### config.mk
export PLATFORM = sky130hd
export DESIGN_NAME = branch_target_table
export DESIGN_NICKNAME = d
export VERILOG_FILES = /design/src/rtl/branch_target_table.sv
export SDC_FILE = /design/constraint.sdc
export NUM_CORES = 1
export LEC_CHECK = 0
export CAP_MARGIN = 20
export CORE_MARGIN = 1
export CORE_UTILIZATION = 30
export DETAILED_ROUTE_END_ITERATION = 8
export REMOVE_ABC_BUFFERS = 1
export SYNTH_ARGS = -nofsm -noshare
export SYNTH_HDL_FRONTEND = slang
export SYNTH_SLANG_ARGS = --single-unit
### constraint.sdc
create_clock -name clk -period 3 [get_ports clk]
set_clock_uncertainty 0.15 [all_clocks]
set_input_delay 0.3 -clock clk [delete_from_list [all_inputs] [get_ports clk]]
set_output_delay 0.3 -clock clk [all_outputs]
set_load 0.005 [all_outputs]
### src/rtl/branch_target_table.sv
// branch_target_table: direct-indexed target table with 1-cycle registered lookup,
// write-to-lookup bypass, single-cycle flush and a saturating miss counter.
module branch_target_table #(
  parameter int KEY_W = 5,
  parameter int POS_W = 12,
  parameter int DEPTH = 32,
  parameter int CNT_W = 16
) (
  input  logic             clk,
  input  logic             reset,
  input  logic             wr_en,
  input  logic [KEY_W-1:0] wr_key,
  input  logic [POS_W-1:0] wr_pos,
  input  logic             flush,
  input  logic             lookup_en,
  input  logic [KEY_W-1:0] key,
  output logic [POS_W-1:0] branch_pos,
  output logic             hit,
  output logic             rsp_valid,
  output logic [CNT_W-1:0] miss_cnt
);
  localparam int N = 1 << KEY_W;
  localparam logic [KEY_W:0] DEPTH_V = DEPTH[KEY_W:0];
  // Arrays span the full key space so any key indexes safely; entries at or
  // above DEPTH are never written, so their valid bits stay zero.
  logic [POS_W-1:0] mem [N];
  logic [N-1:0]     valid;
  logic             wr_ok, key_ok, byp, lk_hit;
  logic [POS_W-1:0] lk_pos;
  always_comb begin
    wr_ok  = wr_en && ({1'b0, wr_key} < DEPTH_V);
    key_ok = {1'b0, key} < DEPTH_V;
    byp    = wr_ok && key_ok && (wr_key == key);
    lk_hit = byp || (key_ok && valid[key]);
    lk_pos = byp ? wr_pos : (lk_hit ? mem[key] : '0);
  end
  always_ff @(posedge clk)
    if (!reset && wr_ok) mem[wr_key] <= wr_pos;
  always_ff @(posedge clk) begin
    if (reset) begin
      valid      <= '0;
      branch_pos <= '0;
      hit        <= 1'b0;
      rsp_valid  <= 1'b0;
      miss_cnt   <= '0;
    end else begin
      if (flush) valid <= '0;
      if (wr_ok) valid[wr_key] <= 1'b1;
      rsp_valid <= lookup_en;
      if (lookup_en) begin
        hit        <= lk_hit;
        branch_pos <= lk_pos;
        if (!lk_hit && miss_cnt != '1) miss_cnt <= miss_cnt + 1'b1;
      end
    end
  end
endmodule

* After elaboration in Yosys (flattened, before gate mapping)
Memory sizes are Yosys's and may differ from the RTL's. Index checks and enable logic that the tools add are counted.
Operators by class: $lt $le $gt $ge 3, multiplexer cells 11, add/subtract/negate cells 1, reduce and logical (&&, ||, !) cells 8, equality and inequality tests 2, bitwise logic cells 1
Operators with widths (number):
- $mux W32 | 3
- $or A32 B32 Y32 | 1
- $mux W12 | 2
- $add A16 B1 Y16 const B | 1
- $ne A16 B16 Y1 const B | 1
- $lt A5 B6 Y1 const B | 2
- $bmux W1 S5 | 1
- $demux W1 S5 | 1
- $eq A5 B5 Y1 | 1
- $ge A5 B1 Y1 const B | 1
- $logic_and A1 B1 Y1 | 4
- $mux W1 | 4
- $logic_not A1 Y1 | 2
- $reduce_and A2 Y1 | 1
- $logic_or A1 B1 Y1 | 1
Word-level totals: word-level logic and storage cells 32, register bits after elaboration 62, bits of input ports 27, bits in writable memories 384, memories kept 1, output and inout port bits 30
Memories:
- mem | depth 32, width 12, read ports 1, clocked after Yosys merged registers in 0, wr ports 1, RTL line 26 | logic [POS_W-1:0] mem [N];

* Depth between registers and ports, before layout
depth in word-level cells 6, gate-level depth with buffers 10, gate-level depth less buffers 6

* Worst setup path before layout
Ideal clock, no wire load.
path kind input -> register, start point input key[0], end point register branch_pos[1], path buffers 4, library setup time 0.128 ns, required time 2.722 ns, arrival time 2.462 ns, slack 0.260 ns, stages on the path 10, cell sequence buf_2 > buf_6 > buf_2 > buf_2 > mux4_2 > mux2i_1 > o22ai_1 > a221o_1 > a222oi_1 > nor2_1
Between the ends: cells in the longest elaborated chain, start to end 5, elaborated cells between the ends (all ways) 8, classes of those cells eq/ne: 1; mux: 4; reduce/logical: 2; memory: 1
RTL lines:
- start, declared | RTL line 16 | input logic [KEY_W-1:0] key,
- $bmux W1 S5 or $eq A5 B5 Y1 (tied branches) | RTL line 34, 33
- $mux W1 (not written as such) or $logic_and A1 B1 Y1 (tied branches) | RTL line 34, 33
- $logic_or A1 B1 Y1 | RTL line 34 | lk_hit = byp || (key_ok && valid[key]);
- $mux W12 | RTL line 35 | lk_pos = byp ? wr_pos : (lk_hit ? mem[key] : '0);
- $mux W12 (*) | RTL line 35
- end signal, assigned | RTL line 52 | branch_pos <= lk_pos;
- end, declared | RTL line 17 | output logic [POS_W-1:0] branch_pos,
Every way passes the cells marked *; elsewhere a longest branch is shown, timed or not. The select of a mux whose other input is x is not followed. A chain may end at the register's enable or synchronous reset.

* Worst setup path after layout
start point register valid[9], end point register miss_cnt[11]
Between the ends: cells in the longest elaborated chain, start to end 6
RTL lines:
- start, declared | RTL line 27 | logic [N-1:0] valid;
- start signal, assigned | RTL line 41 | valid <= '0;
- start signal, assigned | RTL line 47 | if (flush) valid <= '0;
- start signal, assigned by index | RTL line 48 | if (wr_ok) valid[wr_key] <= 1'b1;
- $bmux W1 S5 | RTL line 34
- $mux W1 (not written as such) | RTL line 34
- $logic_or A1 B1 Y1 | RTL line 34
- $logic_not A1 Y1 | RTL line 53 | if (!lk_hit && miss_cnt != '1) miss_cnt <= miss_cnt + 1'b1;
- $logic_and A1 B1 Y1 | RTL line 53
- $reduce_and A2 Y1 (no source line)
- end signal, assigned | RTL line 53
- end, declared | RTL line 20 | output logic [CNT_W-1:0] miss_cnt
No other way between the ends. The select of a mux whose other input is x is not followed.

==> metrics.csv <==
metric;value;unit
cts_setup_buffers;0;
synthTopCellsByArea;edfxtp_1, mux4_2, dfxtp_1, mux2_2, mux2i_1;
core;0.0568;mm2
final_util;36.6;%
antenna_left;0;
synth_top_cell_by_area;edfxtp_1;
hp-class;reg -> reg;
finalPower;12800;uW
hpwl;26800;um
rsz0062_at_grt;no;
syn_area;0.0174;mm2
drt_first_pass_iters;6;
portBuffers;56;
hold_violations;0;
hold_buffers;0;
area_growth;19.5;%
cts_root_buf;clkbuf_16;
fmax;0.379;GHz
cts_buffer_depth;3;
row_count;87;
clk_pin_slew;70;ps
routed_wl;41400;um
avgViaCountPerCell;5.01;
min_period_over_period;87.9;%
drv_slew;0;
slowest_stage;mux4_1;
tightest_slew;967;ps
die_area;0.0590;mm2
cts_tree;built;
seq_area_frac_synth;73.4;%
worstSetupStartpointType;flip-flop;
cts_made_buffers;44;
cp-end-kind;flip-flop;
wl_per_cell;22.8;um
synth_commonest_cells;edfxtp_1, mux4_2, dfxtp_1;
drive_gt1_share;26.7;%
ctsResizeCount;0;
syn_inst;888;
grt_max_degree;34;
worst_ep_required_time;3280;ps
cts_max_level;2;
max_slew_margin;35.3;%
critPathArrivalTime;2920;ps
power_density;613;mW/mm2
status;complete, no violations;
maxCapViolations;0;
drt_iter0_drc;904;
drc;0;
fin_nets;1050;
cpPeakStageDelay;470;ps
clk_latency;560;ps
fin_crit;2640;ps
synth_flop_cell;edfxtp_1;
path_class;reg -> reg;
synth_area_per_cell;19.6;um2
path_max_fanout;25;
async_reset_ff_share;0;%
start_util;30.6;%
ir_drop;0.590;mV
synth.distinct_cells;45;
gp_congestion;0.885;
fp.dieW;243;um
grt_pass1_wl;60500;um
finalSetupViolCount;0;
yosysMostFrequentCell;edfxtp_1;
crit_path_cell_trace;mux4_1 > a221o_1 > a31o_1 > and2_4 > nor4_1 > mux2_2;
vias;9086;
io_pins;57;
overflow;0;
cts_sinks;446;
synth-edff-count;384;
grtUsageTotal;13.9;%
p_leak;0.00691;uW
yosys_warnings;0;
yosysTopAreaCellShare;66.3;%
grt_pass1_vias;9068;
ys_seq_elements;446;
fill_cells;5289;
die_h;243;um
fin_tns_setup;0;ps
antenna_found_initial;2;
==> path summary, 6_finish.rpt <==
check                       startpoint                         to  slack, ps  cells past startpoint
setup reg to reg   valid[9]$_SDFF_PP0_  miss_cnt[11]$_SDFFE_PP0P_        360                      6
hold / removal    valid[11]$_SDFF_PP0_       valid[11]$_SDFF_PP0_        290                      1
hold reg to reg   valid[11]$_SDFF_PP0_       valid[11]$_SDFF_PP0_        290                      1
setup / recovery   valid[9]$_SDFF_PP0_  miss_cnt[11]$_SDFFE_PP0P_        360                      6
==> stage by stage <==
step | worst slack, ps | area (um2) | hold slack (ps) | cells
2_1_floorplan | 579 | 17200 | 217 | 833
3_3_place_gp | 140 | 19500 | 278 | 1731
3_5_place_dp | 87.7 | 19500 | 281 | 1732
4_1_cts | 394 | 20800 | 297 | 1812
5_1_grt | 303 | 20800 | 310 | 1812
6_report | 362 | 20800 | 294 | 1814
==> placed cells by master (no fill, tap or decap), types with 4 or more instances in the layout <==
cell type        instances
dfxtp_1                 62
clkbuf_1                15
nand4_1                  4
a222oi_1                12
nand2_1                  9
nor2_1                  53
clkdlybuf4s50_1         53
buf_4                   77
nand3b_1                 4
a21o_1                  32
o31ai_1                 10
nor2b_1                  5
or4_1                   10
clkinv_2                 6
mux2i_1                 25
o22ai_1                 11
and2_1                   4
a221o_1                 12
clkbuf_16               45
xnor2_1                  5
mux4_2                 103
clkinv_1                 9
mux2_2                  27
edfxtp_1               384
nand3_1                 11
a21oi_1                 15
buf_12                  12
==> state kept, by name, summed over array words and instances, names as in the netlist <==
| name | flops |
|---|---|
| hit | 1 |
| miss_cnt | 16 |
| branch_pos | 12 |
| mem | 384 |
| rsp_valid | 1 |
| valid | 32 |
==> worst max-delay path: cells and delay by family, from the launching register on <==
family | cells | cell delay, ps
flip-flops | 1 | 320
AND/OR/NAND/NOR | 2 | 550
AO/OA/AOI/OAI | 2 | 640
multiplexers | 2 | 840
==> area by class of cell <==
type                    count  area (um2)  area share [%]
diodes                      2        5.00          0.0241
clock buffers              61        1200            5.75
clock inverters            19         140           0.674
inverters                   1        3.75          0.0180
multi-input cells         386        4380            21.0
flip-flops and latches    446       12800            61.4
well taps                 756         946            4.55
repair buffers            143        1360            6.54
==> cell families after synthesis <==
group                    after synthesis  synth area share, %
XOR/XNOR                               5                0.252
AND/OR/NAND/NOR                      122                 3.60
adder cells (fa/ha/maj)                1               0.0719
buffers and inverters                 56                 1.45
multiplexers                         157                 16.8
AO/OA/AOI/OAI                        101                 4.39
flip-flops                           446                 73.4
==> routing by layer <==
metal	up-vias	share of wire (%)	GRT usage, %
met4	4	1.4	2.74
met3	51	7.6	3.54
met5	-	0.077	0
li1	3957	-	-
met2	300	47	21.8
met1	4774	44	19.4
==> power breakdown <==
| group | internal [uW] | switching (uW) |
|---|---|---|
| registers | 6780 | 21.0 |
| clock network | 2960 | 2260 |
| logic | 325 | 418 |
| total | 10100 | 2700 |
Power figures use the tool's default switching activity.
